<file path="src/rtl/counter_loop_pkg.sv">
// counter_loop_pkg
// Shared definitions for the counter_loop slice: the direction type used by
// the optional ping-pong FSM and the parameter legality check evaluated at
// elaboration by the top level.
// Optional feature macro: COUNTER_LOOP_PINGPONG_EN (consumed by the users of
// this package, not by the package itself).
// Ports: none (package).

`timescale 1ns/1ps

package counter_loop_pkg;

   // Counting direction; only meaningful when the ping-pong build is enabled.
   typedef enum logic {
      UP   = 1'b0,
      DOWN = 1'b1
   } dir_t;

   // True when the parameter set describes a loop the counter can realise:
   // width 2..32, 0 <= start < end <= 2**width-1 and 1 <= step <= end-start.
   // The width is validated before the shift so the maximum value never
   // overflows the 64-bit arithmetic.
   function automatic bit params_legal(input int     width,
                                       input longint start_v,
                                       input longint end_v,
                                       input longint step_v);
      longint max_v;
      if (width < 2 || width > 32) begin
         return 1'b0;
      end
      max_v = (longint'(1) << width) - 1;
      return (start_v >= 0) && (start_v < end_v) && (end_v <= max_v) &&
             (step_v >= 1) && (step_v <= end_v - start_v);
   endfunction

endpackage

</file>
<file path="src/rtl/counter_loop_next.sv">
// counter_loop_next
// Purely combinational next-state logic for counter_loop. Given the current
// count (and, in the ping-pong build, the current direction) it produces the
// value and direction the registers take on the next rising edge.
// Optional feature macro: COUNTER_LOOP_PINGPONG_EN
//   undefined : wrap mode, START..END then back to START
//   defined   : ping-pong mode, START..END..START with a direction FSM
// Ports:
//   y        in  WIDTH  current count
//   dir      in  1      current direction (ping-pong build only)
//   dir_next out 1      next direction    (ping-pong build only)
//   y_next   out WIDTH  next count

`timescale 1ns/1ps

module counter_loop_next
   import counter_loop_pkg::*;
#(
   parameter int     WIDTH = 4,
   parameter longint START = 0,
   parameter longint END   = (longint'(1) << WIDTH) - 1,
   parameter longint STEP  = 1
) (
   input  logic [WIDTH-1:0] y,
`ifdef COUNTER_LOOP_PINGPONG_EN
   input  dir_t             dir,
   output dir_t             dir_next,
`endif
   output logic [WIDTH-1:0] y_next
);

   localparam logic [WIDTH:0]   START_W = (WIDTH+1)'(START);
   localparam logic [WIDTH:0]   END_W   = (WIDTH+1)'(END);
   localparam logic [WIDTH:0]   STEP_W  = (WIDTH+1)'(STEP);
   localparam logic [WIDTH-1:0] START_Y = WIDTH'(START);

   logic [WIDTH:0] to_end;
   logic [WIDTH:0] up_sum;

   // Distance to the top of the loop and the tentative incremented value.
   // Both are one bit wider than the count: y never exceeds END, so the
   // subtraction cannot go negative, and y + STEP cannot wrap before the
   // comparison decides whether it is used.
   assign to_end = END_W - {1'b0, y};
   assign up_sum = {1'b0, y} + STEP_W;

`ifdef COUNTER_LOOP_PINGPONG_EN

   localparam logic [WIDTH-1:0] END_Y = WIDTH'(END);

   logic [WIDTH:0] from_start;
   logic [WIDTH:0] down_diff;

   // Distance above the bottom of the loop and the tentative decremented
   // value, used only while counting down.
   assign from_start = {1'b0, y} - START_W;
   assign down_diff  = {1'b0, y} - STEP_W;

   // Ping-pong direction FSM. Climbing, the last step is clamped onto END
   // and the direction flips; descending, the last step is clamped onto
   // START and the direction flips back. Clamping onto the endpoint rather
   // than overshooting is what makes each endpoint appear exactly once per
   // turn.
   always_comb begin
      y_next   = WIDTH'(up_sum);
      dir_next = dir;
      if (dir == UP) begin
         if (to_end <= STEP_W) begin
            y_next   = END_Y;
            dir_next = DOWN;
         end
      end else begin
         if (from_start <= STEP_W) begin
            y_next   = START_Y;
            dir_next = UP;
         end else begin
            y_next   = WIDTH'(down_diff);
         end
      end
   end

`else

   // Wrap mode. When a full step no longer fits below END the partial step
   // is thrown away and the loop restarts at exactly START on the same edge.
   always_comb begin
      y_next = WIDTH'(up_sum);
      if (to_end < STEP_W) begin
         y_next = START_Y;
      end
   end

`endif

endmodule

</file>
<file path="src/rtl/counter_loop.sv">
// counter_loop
// Free-running self-looping up counter with a registered output. After reset
// it advances by STEP on every rising clock edge and loops from END back to
// START. There is no enable and no synchronous clear.
// Optional feature macro: COUNTER_LOOP_PINGPONG_EN
//   undefined : wrap mode, no direction register
//   defined   : ping-pong mode, adds a direction register reset to UP
// Parameters: WIDTH (2..32), START, END (inclusive), STEP; illegal sets stop
// elaboration with a fatal error.
// Ports:
//   clk  in  1      rising-edge clock
//   rst  in  1      asynchronous active-low reset (externally synchronised)
//   y    out WIDTH  current count, straight from a register

`timescale 1ns/1ps

module counter_loop
   import counter_loop_pkg::*;
#(
   parameter int     WIDTH = 4,
   parameter longint START = 0,
   parameter longint END   = (longint'(1) << WIDTH) - 1,
   parameter longint STEP  = 1
) (
   input  logic             clk,
   input  logic             rst,
   output logic [WIDTH-1:0] y
);

   localparam logic [WIDTH-1:0] START_Y = WIDTH'(START);

   // Refuse to build a counter whose loop cannot be realised, e.g. a zero
   // step or a start value at or above the end value.
   generate
      if (!params_legal(WIDTH, START, END, STEP)) begin : g_bad_params
         $fatal(1, "counter_loop: illegal parameters WIDTH=%0d START=%0d END=%0d STEP=%0d",
                WIDTH, START, END, STEP);
      end
   endgenerate

   logic [WIDTH-1:0] y_next;

`ifdef COUNTER_LOOP_PINGPONG_EN

   dir_t dir;
   dir_t dir_next;

   counter_loop_next #(
      .WIDTH (WIDTH),
      .START (START),
      .END   (END),
      .STEP  (STEP)
   ) u_next (
      .y        (y),
      .dir      (dir),
      .dir_next (dir_next),
      .y_next   (y_next)
   );

   // Direction state register. Reset always restarts the climb, whichever
   // half of the turn the counter was in.
   always_ff @(posedge clk or negedge rst) begin
      if (!rst) begin
         dir <= UP;
      end else begin
         dir <= dir_next;
      end
   end

`else

   counter_loop_next #(
      .WIDTH (WIDTH),
      .START (START),
      .END   (END),
      .STEP  (STEP)
   ) u_next (
      .y      (y),
      .y_next (y_next)
   );

`endif

   // Count register. Reset forces START immediately, independent of the
   // clock; once released, every rising edge loads the precomputed next
   // value, so the first edge after release already yields START+STEP.
   always_ff @(posedge clk or negedge rst) begin
      if (!rst) begin
         y <= START_Y;
      end else begin
         y <= y_next;
      end
   end

endmodule

</file>
<file path="config.mk">
export PLATFORM = sky130hd
export DESIGN_NAME = counter_loop
export DESIGN_NICKNAME = d
export VERILOG_FILES = /design/src/rtl/counter_loop_pkg.sv /design/src/rtl/counter_loop_next.sv /design/src/rtl/counter_loop.sv
export SDC_FILE = /design/constraint.sdc
export NUM_CORES = 1
export LEC_CHECK = 0
export ABC_AREA = 1
export BUFFER_PORTS_ARGS = -buffer_cell sky130_fd_sc_hd__buf_2
export CAP_MARGIN = 15
export CORE_AREA = 2 2 39 41
export DETAILED_ROUTE_END_ITERATION = 8
export DIE_AREA = 0 0 41 43
export SYNTH_ARGS = -nofsm -noshare
export SYNTH_HDL_FRONTEND = slang
export SYNTH_SLANG_ARGS = --single-unit
</file>
<file path="constraint.sdc">
create_clock -name clk -period 1.3 [get_ports clk]
set_input_delay 0.065 -clock clk [delete_from_list [all_inputs] [get_ports clk]]
set_output_delay 0.065 -clock clk [all_outputs]
set_load 0.01 [all_outputs]
</file>
==> flow_summary.toml, run 1 <==
[setup_path]
max_stage_delay_ns = 0.42
reg2reg_slack_ns = 0.35
endpoint_kind = "flop"
r2r-start = "y[0]"
cp.arrival_ns = 1.07
start_kind = "flop"
cp.required_ns = 1.41
crit_type = "flop to flop"
r2r_cells = 5
cp_common_cell = "nand2_1"
path_cells = "ha_1 -> inv_1 -> nand2_1 -> nand2_1 -> nor2_1"
slowest_stage = "dfrtp_1"
crit_fanout = 5
rr_endpoint = "y[2]"

[layout]
largest-register = "y"
top_regs = "y (4)"
antenna_cells = 0
n_fill_cell = 156
fin_area_um2 = 259
utilization_pct = 18.7
area_growth_pct = 42.8
largest_reg_flops = 4
final_layout_size_suffix_gt1_share_pct = 30.0
fin_nets = 35

[power]
pwr-share-comb_pct = 1.9
p_clk_share_pct = 53.5
pwr-share-seq_pct = 44.6
leakagePower_nw = 0.151
swShare_pct = 17.7
p_int_mw = 0.231
powerDensity_nw_per_um2 = 1080
peakVddDrop_uv = 166
switching_power_mw = 0.0496

[floorplan]
row_count = 14
io_pins = 6
dieArea_um2 = 1760
die_x_um = 41
fp.dieH_um = 43
start_util_pct = 13.1
core_region_area_um2 = 1380

[logic_synthesis]
ys_warn_count = 0
synth_area_um2 = 181
synth_seq_cells = 4
syn_avg_cell_area_um2 = 8.64
ys_types = 7
yosysSeqAreaShare_pct = 55.2
syn_nets = 24
syn_inst = 21

[clock_tree]
cts.path.max_buffers = 2
cts_tree = "done"
clk_latency_ns = 0.23
htreeDepth = 1
ctsRootBufferMaster = "clkbuf_4"
cts_sinks = 4
cts-resized-gates = 0
cts-buffers-inserted = 3
clk_pin_slew_ns = 0.04

[drt]
postRouteWirelength_um = 307
wire_per_inst_um = 6.67
viasPerCell = 3.28
ant_nets = 0
vias = 151
drcViolationCount = 0
drt_iter0_drc = 2
drt_first_pass_iters = 2

[sta]
slew_headroom_pct = 88.4
hold_violations = 0
fmax_ghz = 1.05
final.setup.tns_ns = 0
slew_viol_final = 0
worst_pin_slew_ns = 0.173
min_period_ns = 0.952
fin_crit_sh_pct = 73.2
finalSetupViolCount = 0
rsz0062_at_grt = "no"
fin_skew_ns = 0.000882

[run]
cap_violations = 0

[grt]
grt_max_degree = 6
grt_util_all_layers_pct = 4.63
grt_pass1_vias = 125
antenna_found_initial = 0
grt_pass1_wl_um = 420
grt.overflow.total = 0

[outcome]
status = "finished clean"

[place]
place.gp.congestion = 0.590
portBuffers = 5
dp_hpwl_um = 226
dpl_cell_area_um2 = 226

[min_path]
hp-class = "input pin to async pin"
==> per-stage QoR <==
step                      setup slack [ns]  total power [mW]  hold WS, ns  cells
after floorplan                      0.359             0.127       -0.231     21
after global placement               0.354             0.130       -0.128     42
after detailed placement             0.345             0.130       -0.128     42
after CTS                            0.340             0.290        0.156     46
after global routing                 0.283             0.297        0.159     46
final                                0.348             0.281        0.163     46
==> logic make-up after synthesis <==
| kind of cell | Yosys count | share of synthesized area (%) |
|---|---|---|
| AND/OR/NAND/NOR | 10 | 25.5 |
| adder cells (fa/ha/maj) | 1 | 6.90 |
| flip-flops | 4 | 55.2 |
| buffers and inverters | 6 | 12.4 |
==> worst max path at each step <==
stage / start / endpoint / slack, ns / cells past startpoint
after CTS: y[0] / y[2] / 0.34 / 5
after floorplan: y[0] / y[2] / 0.36 / 5
after global routing: y[0] / y[2] / 0.28 / 5
final: y[0] / y[2] / 0.35 / 5
after detailed placement: y[0] / y[2] / 0.35 / 5
after global placement: y[0] / y[2] / 0.35 / 5
==> layout by cell type, fill, tap and decap left out <==
cell	n
nand4_1	1
clkbuf_4	3
ha_1	1
nand2_1	5
nand3_2	1
nor2_1	3
dlygate4sd3_1	1
inv_1	6
dfrtp_1	4
buf_2	5
==> layout make-up <==
type / instances / area, um^2 / share of cell area [%]
clock buffers: 3 / 22.5 / 8.70
inverters: 6 / 22.5 / 8.70
multi-input cells: 11 / 58.8 / 22.7
flip-flops and latches: 4 / 100 / 38.6
well taps: 16 / 20.0 / 7.73
repair buffers: 6 / 35.0 / 13.5
==> Yosys cell counts, drive strengths merged <==
master	count	area, um^2
nand3	1	10.0
nor2	3	11.3
inv	6	22.5
dfrtp	4	100
nand4	1	6.26
ha	1	12.5
nand2	5	18.8
==> power by group through the flow <==
stage	combinational (mW)	clock [mW]	sequential [mW]
CTS	0.00563	0.159	0.125
floorplan	0.0000000586	0	0.127
global placement	0.00338	0	0.127
finish	0.00544	0.150	0.125
detailed placement	0.00341	0	0.127
global route	0.00589	0.166	0.125
==> worst max-delay path, delay by kind of cell (launching register included) <==
kind,cells,cell delay [ns]
adders and majority gates,1,0.23
buffers and inverters,1,0.05
and+or+nand+nor,3,0.13
DFF,1,0.42
==> timing repair <==
item / in CTS / in global routing
hold endpoints to repair: 4 / 0
buffers inserted: 0 / 0
hold buffers: 1 / 0
==> metal layers <==
| layer | GRT usage, % | up-vias | wire length [um] |
|---|---|---|---|
| met4 | 8.00 | 0 | 0 |
| met5 | 0 | - | 0 |
| li1 | - | 79 | - |
| met1 | 2.60 | 67 | 122 |
| met2 | 5.31 | 5 | 152 |
| met3 | 4.71 | 0 | 32 |
Power figures use the tool's default switching activity.
==> run 2: changes to the inputs <==
==> constraint.sdc (replaced) <==
create_clock -name clk -period 0.8 [get_ports clk]
set_input_delay 0.04 -clock clk [delete_from_list [all_inputs] [get_ports clk]]
set_output_delay 0.04 -clock clk [all_outputs]
set_load 0.01 [all_outputs]
==> flow_summary.toml, run 2 (synthesis gave the netlist of run 1 again) <==
[min_path]
hp-class = "input pin to async pin"

[place]
portBuffers = 5
dpl_cell_area_um2 = 249
dp_hpwl_um = 272
place_ws_ns = -0.0859
place.gp.congestion = 0.604

[power]
swShare_pct = 17.4
peakVddDrop_uv = 396
pwr-share-comb_pct = 2.0
leakagePower_nw = 0.168
powerDensity_nw_per_um2 = 1430
pwr-share-seq_pct = 44.7
p_clk_share_pct = 53.3
switching_power_mw = 0.0791
p_int_mw = 0.376

[clock_tree]
cts-buffers-inserted = 3
clk_pin_slew_ns = 0.04
ctsRootBufferMaster = "clkbuf_4"
cts_tree = "done"
cts.path.max_buffers = 2
clk_latency_ns = 0.23
htreeDepth = 1
cts_sinks = 4

[grt]
grt_max_degree = 6
antenna_found_initial = 0
grt_pass1_vias = 177
grt.overflow.total = 0
grt_util_all_layers_pct = 6.36
grt_pass1_wl_um = 641

[layout]
fin_nets = 38
layout_commonest_cell = "nand2_1"
utilization_pct = 23.0
antenna_cells = 0
area_growth_pct = 75.2
largest_reg_flops = 4
largest-register = "y"
multi_input_area_um2 = 76.3
fin_area_um2 = 318
regArea_um2 = 103
n_fill_cell = 151
top_regs = "y (4)"
final_layout_size_suffix_gt1_share_pct = 60.6

[drt]
postRouteWirelength_um = 385
ant_nets = 0
drt_iter0_drc = 2
drt_first_pass_iters = 2
drcViolationCount = 0
vias = 172
viasPerCell = 3.51
wire_per_inst_um = 7.86

[sta]
fin_skew_ns = 0.00141
slew_viol_final = 0
hold_violations = 0
finalSetupViolCount = 6
fmax_ghz = 1.06
worst_pin_slew_ns = 0.156
fin_crit_sh_pct = 118
slew_headroom_pct = 89.6
rsz0062_at_grt = "yes"
holdWs_ns = 0.141
min_period_ns = 0.941
setup_slack_ns = -0.141

[setup_path]
crit_type = "flop to primary output"
cp.required_ns = 0.76
endpoint_kind = "primary output"
start_kind = "flop"
crit_fanout = 3
cp.arrival_ns = 0.90

[floorplan]
io_pins = 6
core_region_area_um2 = 1380
fp.dieH_um = 43
row_count = 14
die_x_um = 41
start_util_pct = 13.1
dieArea_um2 = 1760

[run]
cap_violations = 0

[outcome]
violations = "negative setup slack"
status = "finished, violations left"
==> run 2: power groups by stage <==
stage	combinational [mW]	sequential [mW]	clock, mW
6_report	0.00889	0.203	0.242
5_1_grt	0.0106	0.203	0.273
4_1_cts	0.00926	0.203	0.260
3_5_place_dp	0.00549	0.206	0
3_3_place_gp	0.00543	0.206	0
2_1_floorplan	0.0000000614	0.206	0
==> run 2: layer usage <==
layer / vias to the layer above / routed length (um) / GRT usage [%]
li1: 86 / - / -
met5: - / 0 / 0
met4: 0 / 0 / 10.0
met2: 4 / 199 / 7.19
met1: 82 / 155 / 6.21
met3: 0 / 30 / 3.14
==> run 2: through the flow <==
stage          total power [mW]  instances  setup TNS (ns)
3_3_place_gp              0.211         43          -0.163
2_1_floorplan             0.206         21          -0.144
5_1_grt                   0.487         49          -0.741
6_report                  0.455         49          -0.515
4_1_cts                   0.473         49          -0.574
3_5_place_dp              0.211         43          -0.183
==> run 2: final cells by class <==
cell class	count	share of cell area, %
flip-flops and latches	4	32.3
well taps	16	6.30
inverters	6	7.09
repair buffers	9	23.2
multi-input cells	11	24.0
clock buffers	3	7.09
==> run 2: worst paths after layout <==
| kind | startpoint | endpoint | slack, ns | cells after the start |
|---|---|---|---|---|
| hold / removal | rst | y[3] | 0.14 | 2 |
| hold reg to reg | y[3] | y[3] | 0.60 | 4 |
| setup reg to reg | y[0] | y[3] | -0.11 | 5 |
| max in group asynchronous | rst | y[1] | 0.53 | 2 |
| min in group clk | y[3] | y[3] | 0.60 | 4 |
| setup / recovery | y[0] | y[0] | -0.14 | 2 |
==> run 2: timing repair <==
item	CTS	global route
setup endpoints to repair	7	8
setup buffers	2	0
hold endpoints to repair	4	0
hold buffers	1	0
resized for setup	4	3
pin swaps	1	0
==> run 2: worst max-delay path, stage by stage (launching register included) <==
cell,delay [ns]
dfrtp_2,0.43
buf_6,0.13
buf_6,0.11
